--- src/rtl/noc_out_port_arbiter.sv ---
// Output-port arbiter for one router direction: round-robin header arbitration,
// wormhole hold for the packet body, and credit-based flow control from yummy pulses.
module noc_out_port_arbiter #(
    parameter int unsigned NUM_IN     = 5,
    parameter int unsigned DATA_WIDTH = 64,
    parameter int unsigned CREDITS    = 4,
    parameter int unsigned LEN_LSB    = 22,
    parameter int unsigned LEN_WIDTH  = 8
) (
    input  logic                         clk,
    input  logic                         rst_n,
    input  logic [NUM_IN-1:0]            in_valid,
    input  logic [NUM_IN*DATA_WIDTH-1:0] in_data,
    output logic [NUM_IN-1:0]            in_pop,
    output logic                         out_valid,
    output logic [DATA_WIDTH-1:0]        out_data,
    input  logic                         out_yummy,
    output logic [NUM_IN-1:0]            grant,
    output logic                         credit_err
);

    localparam int unsigned CW = $clog2(CREDITS + 1);
    localparam int unsigned IW = (NUM_IN > 1) ? $clog2(NUM_IN) : 1;

    typedef enum logic {StIdle, StBody} state_e;

    state_e                  state_q;
    logic [CW-1:0]           credit_q, credit_d;
    logic [LEN_WIDTH-1:0]    remaining_q;
    logic [IW-1:0]           last_q;
    logic [NUM_IN-1:0]       grant_q;
    logic                    out_valid_q;
    logic [DATA_WIDTH-1:0]   out_data_q;
    logic                    credit_err_q, credit_err_d;

    logic [IW-1:0]           rr_idx;
    logic                    rr_found;
    logic [IW-1:0]           sel_idx;
    logic                    send;
    logic [DATA_WIDTH-1:0]   sel_flit;
    logic [LEN_WIDTH-1:0]    hdr_len;
    int unsigned             cand;

    // Search starts just after the last winner and wraps.
    always_comb begin
        rr_idx   = '0;
        rr_found = 1'b0;
        cand     = 0;
        for (int unsigned k = 1; k <= NUM_IN; k++) begin
            cand = (int'(last_q) + k) % NUM_IN;
            if (!rr_found && in_valid[cand]) begin
                rr_found = 1'b1;
                rr_idx   = cand[IW-1:0];
            end
        end
    end

    // During a body the owner is the last winner, so last_q doubles as the owner index.
    always_comb begin
        sel_idx  = (state_q == StBody) ? last_q : rr_idx;
        send     = (credit_q != '0) &&
                   ((state_q == StBody) ? in_valid[last_q] : rr_found);
        in_pop   = send ? ({{(NUM_IN-1){1'b0}}, 1'b1} << sel_idx) : '0;
        sel_flit = in_data[sel_idx*DATA_WIDTH +: DATA_WIDTH];
        hdr_len  = sel_flit[LEN_LSB +: LEN_WIDTH];
    end

    always_comb begin
        credit_d     = credit_q;
        credit_err_d = credit_err_q;
        if (send && !out_yummy) begin
            credit_d = credit_q - 1'b1;
        end else if (!send && out_yummy) begin
            if (credit_q == CW'(CREDITS)) begin
                credit_err_d = 1'b1;
            end else begin
                credit_d = credit_q + 1'b1;
            end
        end
    end

    always_ff @(posedge clk or negedge rst_n) begin
        if (!rst_n) begin
            state_q      <= StIdle;
            credit_q     <= CW'(CREDITS);
            remaining_q  <= '0;
            last_q       <= IW'(NUM_IN - 1);
            grant_q      <= '0;
            out_valid_q  <= 1'b0;
            out_data_q   <= '0;
            credit_err_q <= 1'b0;
        end else begin
            credit_q     <= credit_d;
            credit_err_q <= credit_err_d;
            out_valid_q  <= send;
            if (send) begin
                out_data_q <= sel_flit;
            end
            case (state_q)
                StIdle: begin
                    if (send) begin
                        last_q      <= rr_idx;
                        remaining_q <= hdr_len;
                        if (hdr_len != '0) begin
                            state_q <= StBody;
                            grant_q <= in_pop;
                        end
                    end
                end
                StBody: begin
                    if (send) begin
                        remaining_q <= remaining_q - 1'b1;
                        if (remaining_q == LEN_WIDTH'(1)) begin
                            state_q <= StIdle;
                            grant_q <= '0;
                        end
                    end
                end
                default: state_q <= StIdle;
            endcase
        end
    end

    assign out_valid  = out_valid_q;
    assign out_data   = out_data_q;
    assign grant      = grant_q;
    assign credit_err = credit_err_q;

endmodule

--- config.mk ---
export PLATFORM = sky130hd
export DESIGN_NAME = noc_out_port_arbiter
export DESIGN_NICKNAME = d
export VERILOG_FILES = /design/src/rtl/noc_out_port_arbiter.sv
export SDC_FILE = /design/constraint.sdc
export NUM_CORES = 1
export LEC_CHECK = 0
export CAP_MARGIN = 20
export CORE_AREA = 4 4 155 157
export CTS_CLUSTER_SIZE = 14
export DETAILED_ROUTE_END_ITERATION = 10
export DIE_AREA = 0 0 159 161
export PLACE_DENSITY = 0.75
export SLEW_MARGIN = 10
export SYNTH_ARGS = -nofsm -noshare
export SYNTH_HDL_FRONTEND = slang
export SYNTH_SLANG_ARGS = --single-unit
--- constraint.sdc ---
create_clock -name clk -period 9 [get_ports clk]
set_input_delay 1.8 -clock clk [delete_from_list [all_inputs] [get_ports clk]]
set_output_delay 1.8 -clock clk [all_outputs]
set_load 0.05 [all_outputs]
Word level (Yosys, flattened, before mapping)
Index checks and enable logic that the tools add are counted.
- flip-flop bits (word level): 86
- input bits: 328
- word-level logic and storage cells: 100
- add/subtract/negate cells: 8
- div/mod/pow operators: 5
- $lt $le $gt $ge: 6
- equal/unequal tests: 7
- shift-type cells: 2
- multiplexer cells: 41
- bitwise logic cells: 2
- reductions and logical operators: 21
- operators with widths (kind ; count):
    320-bit by 10-bit variable part select with 64-bit output ; 1
    32-bit by 4-bit < comparator with 1-bit output (second input constant) ; 5
    32-bit by 3-bit remainder unit with 32-bit output (second input constant) ; 5
    3-bit two-way mux ; 9
    5-bit two-way mux ; 5
    1-bit binary-select mux with 3-bit select ; 6
    1-bit two-way mux ; 16
    8-bit two-way mux ; 2
    8-bit case mux with 2 select lines ; 1
    5-bit case mux with 2 select lines ; 1
    3-bit by 2-bit adder with 4-bit output (second input constant) ; 2
    3-bit by 3-bit adder with 4-bit output (second input constant) ; 2
    8-bit by 1-bit equality test with 1-bit output (second input constant) ; 1
    8-bit nonzero test ; 1
    8-bit by 1-bit subtractor with 8-bit output (second input constant) ; 1
    1-bit logical AND ; 7
    1-bit zero test ; 6
    2-bit != test (second input constant) ; 3
    2-bit AND reduction ; 3
    1-bit by 3-bit << shifter with 5-bit output (first input constant) ; 1
    3-bit by 1-bit adder with 4-bit output (second input constant) ; 1
    3-bit by 4-bit < comparator with 1-bit output (second input constant) ; 1
    2-bit by 1-bit != test with 1-bit output (second input constant) ; 2
    4-bit AND reduction ; 1
    other kinds (8) ; 9

Logic depth before layout (Yosys ltp)
- depth in word-level cells: 23
- gate-level depth with buffers: 26

Worst setup path before layout
No wires, ideal clock.
- path type: register to output
- from: reg last_q[1]
- to: out in_pop[2]
- arrival: 6045 ps
- required time: 7200 ps
- slack: 1155 ps
- cell stages (with the launch flop): 20
- path buffers: 4
- cell sequence: dfrtp_1 > buf_1 > inv_1 > ha_1 > clkbuf_2 > clkinv_1 > ha_1 > inv_1 > ha_1 > a211o_1 > a2111oi_4 > mux2i_1 > nor3b_2 > or4b_4 > or4b_1 > nand2_1 > a22o_1 > buf_2 > buf_1 > nor2b_1
- longest elaborated chain between the ends: 20
- elaborated cells on any way between the ends: 45
- those cells by class: 5 x add/sub; 5 x div; 1 x shift; 25 x mux; 9 x reduce/logical
- ends and longest elaborated chain (element ; line ; text):
    start: declaration ; 30 ; logic [IW-1:0] last_q;
    start signal: assignment ; 87 ; last_q <= IW'(NUM_IN - 1);
    start signal: assignment ; 102 ; last_q <= rr_idx;
    3-bit by 1-bit adder with 4-bit output ; 50 ; cand = (int'(last_q) + k) % NUM_IN;
    32-bit by 3-bit remainder unit with 32-bit output ; 50 ;
    1-bit binary-select mux with 3-bit select ; 51 ; if (!rr_found && in_valid[cand]) begin
    1-bit two-way mux (not written as such) ; 51 ;
    1-bit two-way mux ; 51 ;
    1-bit zero test ; 51 ;
    1-bit logical AND ; 51 ;
    1-bit two-way mux ; 51 ;
    (+4 left out) ; n/a ;
    1-bit logical AND ; 51 ;
    1-bit two-way mux ; 51 ;
    1-bit zero test ; 51 ;
    1-bit logical AND ; 51 ;
    3-bit two-way mux or 1-bit two-way mux (tied branches) ; 51 ;
    3-bit two-way mux or 1-bit two-way mux (tied branches) ; 60, 62 ;
    1-bit by 3-bit << shifter with 5-bit output or 1-bit logical AND (tied branches) ; 63, 61 ;
    5-bit two-way mux (*) ; 63 ; in_pop = send ? ({{(NUM_IN-1){1'b0}}, 1'b1} << sel_idx) : '0;
    end: declaration ; 14 ; output logic [NUM_IN-1:0] in_pop,
Every way passes the cells marked *; elsewhere a longest branch is shown, timed or not. The select of a mux whose other input is x is not followed.

Worst setup path in the final report
- from: reg last_q[0]
- to: out in_pop[2]
Same word-level chain as after synthesis.

==> impl_summary.log <==
[metrics] switch share: 55.7%
[metrics] worst hold path stage count: 1
[metrics] via count of the first global-routing pass: 8714
[metrics] Lkg Pwr: 4.79 nW
[metrics] endpoint of the worst register-to-register path: grant[3]
[metrics] total placed cells including tap cells: 1584
[metrics] category of the worst setup path capture point: output pin
[metrics] setup slack at placement: 1440 ps
[metrics] switching power: 2.88 mW
[metrics] status: completed
[metrics] number of design-rule violations left by the first detailed-router iteration: 1155
[metrics] MaxCap Viol Count: 0
[metrics] worst slew pin tran: 964 ps
[metrics] CTS tree: yes
[metrics] clock input transition at the sequential cells of the worst setup and hold paths: 60 ps
[metrics] Clock Skew: 14.6 ps
[metrics] Relative slew margins: 35.5%
[metrics] gpl congestion: 0.930
[metrics] standard-cell rows: 55
[metrics] nets@finish: 1671
[metrics] Avg Vias per Cell: 5.74
[metrics] Initial Util: 33.9%
[metrics] data arrival time of the critical path: 6140 ps
[metrics] Die Wd: 159 um
[metrics] RSZ-0062 raised after global routing: false
[metrics] Unique masters post-synth: 89
[metrics] number of enable-type register cells in the synthesized netlist: 0
[metrics] full die area: 25600 um^2
[metrics] hold violation total from the final report: 0
[metrics] launch instance of the worst register-to-register path: last_q[0]
[metrics] PD cells: 424 nW/um^2
[metrics] Post-CTS Resized: 0
[metrics] maximum clock frequency: 126 MHz
[metrics] vias after detailed routing: 9218
[metrics] cell chosen for the clock root: sky130_fd_sc_hd__clkbuf_16
[metrics] number of ports placed on the die boundary: 404
[metrics] maximum level of the CTS H-tree: 3
[metrics] end point of the most critical hold path: credit_err
[metrics] number of optimization iterations in the first detailed-route pass: 11
[metrics] critical path peak fanout: 20
[metrics] Setup Crit Path Kind: register to output pin
[metrics] Final ANT Viol Nets: 0
[metrics] initial antenna violation count: 8
[metrics] clock sinks: 86
[metrics] Pins Over Slew Limit: 0
[metrics] Hold Path Origin: credit_err
[metrics] proportion of layout cells with a drive suffix above 1: 6.99%
[metrics] area of the mapped netlist: 7630 um^2
[metrics] nature of the critical path startpoint: register
[metrics] setup slack on the worst flop-to-flop path: 1910 ps
[metrics] Die Y: 161 um
[metrics] count of endpoints failing setup in the final report: 0
[metrics] number of warnings reported in the yosys synthesis log: 0
[metrics] average cell area after synthesis: 7.91 um^2
[metrics] Congestion Overflow GR: 0
[metrics] non-filler instance count after layout: 1606
[metrics] peak ir drop on the vdd network: 0.000256 V
[metrics] Clock Tree Buf Depth: 2
[metrics] time the final worst path needs with I/O delays and setup: 7940 ps
[metrics] #FFs+latches synth: 86
[metrics] pin count of the biggest net entering global routing: 87
[metrics] Routed wire per std cell: 22.4 um
[metrics] global-route usage over all layers: 26.3%
[metrics] Hold WC Path Type: register to register
[metrics] Total Negative Setup Slacks: 0 ps
[metrics] Reg power frac: 13.8%
[metrics] area of the core: 22500 um^2
[metrics] combinational group share of total power: 78.1%
[metrics] Clock Latency Late Sink: 350 ps
[metrics] remaining routing DRC violations: 0
[metrics] Final Routed Wirelength: 36000 um
[metrics] count of mapped cells out of synthesis: 964
[metrics] cell-internal power: 2.30 mW
[metrics] hold-fix buffer count after cts: 0
[metrics] number of CTS-inserted buffers: 9
[metrics] count of buffers added by post-CTS timing repair for setup: 0
[metrics] Worst Reg2Reg Path Length in Cells: 22
[metrics] worst setup slack after layout: 1060 ps
[metrics] Final Core Density: 54.3%
[metrics] dpl hpwl: 28200 um
[metrics] Critical Path RT: 7200 ps
[metrics] area added between synthesis and finish: 60.2%
[metrics] syn_nets: 1324
[metrics] Port Buffers: 403
[metrics] main flop type after synthesis: sky130_fd_sc_hd__dfrtp_1
[metrics] share of power burned in the clock network: 8.1%
[metrics] first-pass GRT wire length: 52700 um
[metrics] async set-or-reset flop fraction in the synthesized netlist: 100%
[metrics] final clock period utilization by the worst path: 88.2%
[metrics] sequential cell area fraction in the yosys report: 28.2%
## cell families (layout without fill, tap and decap cells)
family,count (synthesis),count (layout),synth area share (%)
other cells,0,5,0
fa+ha+maj,32,32,5.44
flops,86,86,28.2
simple gates,291,291,18.4
xor+xnor,16,16,2.03
compound gates,396,396,34.7
mux,26,26,4.92
buf+inv,117,469,6.26
## final cells by class
cell class                      instances  area [um^2]
Fill cell                            2121        10300
Sequential cell                        86         2150
Timing Repair Buffer                  419         4180
Clock inverter                          5         88.8
Multi-Input combinational cell        761         5060
Tap cell                              285          357
Inverter                               34          128
Antenna cell                            5         12.5
Clock buffer                           11          243
## power groups by stage
stage / Combinational, mW / Clock [mW] / Sequential, mW
after floorplan: 2.26 / 0 / 1.19
after global placement: 3.95 / 0 / 0.712
after detailed placement: 4.00 / 0 / 0.721
after CTS: 4.01 / 0.432 / 0.715
after global routing: 4.35 / 0.448 / 0.741
final: 4.04 / 0.422 / 0.715
## metrics by stage
step | hold slack, ps | power, mW | instance area (um^2)
floorplan | 494 | 3.45 | 7630
global placement | 459 | 4.66 | 11900
detailed placement | 453 | 4.72 | 11900
CTS | 466 | 5.16 | 12200
global route | 496 | 5.54 | 12200
finish | 465 | 5.18 | 12200
## metal layers
layer	vias to the layer above	share of wire (%)	routed length, um	track usage (%)
li1	4337	-	-	-
met5	-	0.13	46	0
met3	60	11	4090	8.80
met1	4305	40	14300	33.9
met2	508	46	16700	42.4
met4	8	2.5	898	7.22
## critical path, cell delays in order (launching register included)
cell and delay, ps:
sky130_fd_sc_hd__dfrtp_1 620, sky130_fd_sc_hd__ha_1 620, sky130_fd_sc_hd__xnor2_2 270, sky130_fd_sc_hd__inv_2 180, sky130_fd_sc_hd__ha_1 290, sky130_fd_sc_hd__nor3_1 210
sky130_fd_sc_hd__o22ai_1 150, sky130_fd_sc_hd__xnor2_1 370, sky130_fd_sc_hd__inv_1 130, sky130_fd_sc_hd__ha_1 240, sky130_fd_sc_hd__nand2b_1 90, sky130_fd_sc_hd__a41oi_2 220
sky130_fd_sc_hd__nor3b_1 210, sky130_fd_sc_hd__o211a_1 280, sky130_fd_sc_hd__o21ai_0 150, sky130_fd_sc_hd__a211oi_1 90, sky130_fd_sc_hd__o21ai_0 480, sky130_fd_sc_hd__o21a_1 640
sky130_fd_sc_hd__nand2_1 160, sky130_fd_sc_hd__nor2b_1 230, sky130_fd_sc_hd__buf_12 170
## sequential cells by signal, summed over array words and instances, names as in the netlist
name / count
credit_q: 3
out_data: 64
state_q: 1
remaining_q: 8
grant: 5
last_q: 3
credit_err: 1
out_valid: 1
## cells in the mapped netlist (8+ instances only)
cell	number	share of area [%]
sky130_fd_sc_hd__a21o_1	9	0.89
sky130_fd_sc_hd__and3_1	11	0.90
sky130_fd_sc_hd__mux2i_1	9	1.2
sky130_fd_sc_hd__ha_1	30	4.9
sky130_fd_sc_hd__a21oi_1	130	8.5
sky130_fd_sc_hd__o21ai_0	93	6.1
sky130_fd_sc_hd__o211ai_1	11	1.1
sky130_fd_sc_hd__inv_1	32	1.6
sky130_fd_sc_hd__nand2_1	172	8.5
sky130_fd_sc_hd__buf_2	14	0.92
sky130_fd_sc_hd__a222oi_1	56	7.3
sky130_fd_sc_hd__mux4_2	8	2.4
sky130_fd_sc_hd__xnor2_1	10	1.1
sky130_fd_sc_hd__clkbuf_1	59	2.9
sky130_fd_sc_hd__and4_1	8	0.92
sky130_fd_sc_hd__dfrtp_1	84	28
sky130_fd_sc_hd__nor3_1	12	0.79
sky130_fd_sc_hd__o21ai_1	15	0.98
sky130_fd_sc_hd__nor2_1	29	1.4
## worst max-delay path by stage
stage / depth (start not counted) / to / slack [ps] / startpoint
after floorplan: 19 / in_pop[2] / 1160 / last_q[1]
after global placement: 18 / in_pop[3] / 1620 / last_q[0]
after detailed placement: 18 / in_pop[3] / 1440 / last_q[0]
after CTS: 18 / in_pop[3] / 1060 / last_q[0]
after global routing: 20 / in_pop[2] / 630 / last_q[0]
final: 20 / in_pop[2] / 1060 / last_q[0]
## cell usage in the layout, fill, tap and decap left out, drive strengths merged, types with 9 or more instances in the layout
| cell type | count |
|---|---|
| nor2 | 29 |
| xnor2 | 11 |
| and4 | 9 |
| dfrtp | 84 |
| inv | 35 |
| a21o | 9 |
| mux2 | 9 |
| a222oi | 56 |
| ha | 30 |
| nor3 | 12 |
| clkdlybuf4s50 | 397 |
| mux2i | 9 |
| buf | 21 |
| and3 | 12 |
| o211ai | 11 |
| a21oi | 132 |
| clkbuf | 12 |
| o21ai | 108 |
| a211oi | 9 |
| nand2 | 172 |
No activity file was read; power rests on OpenSTA's default activity.
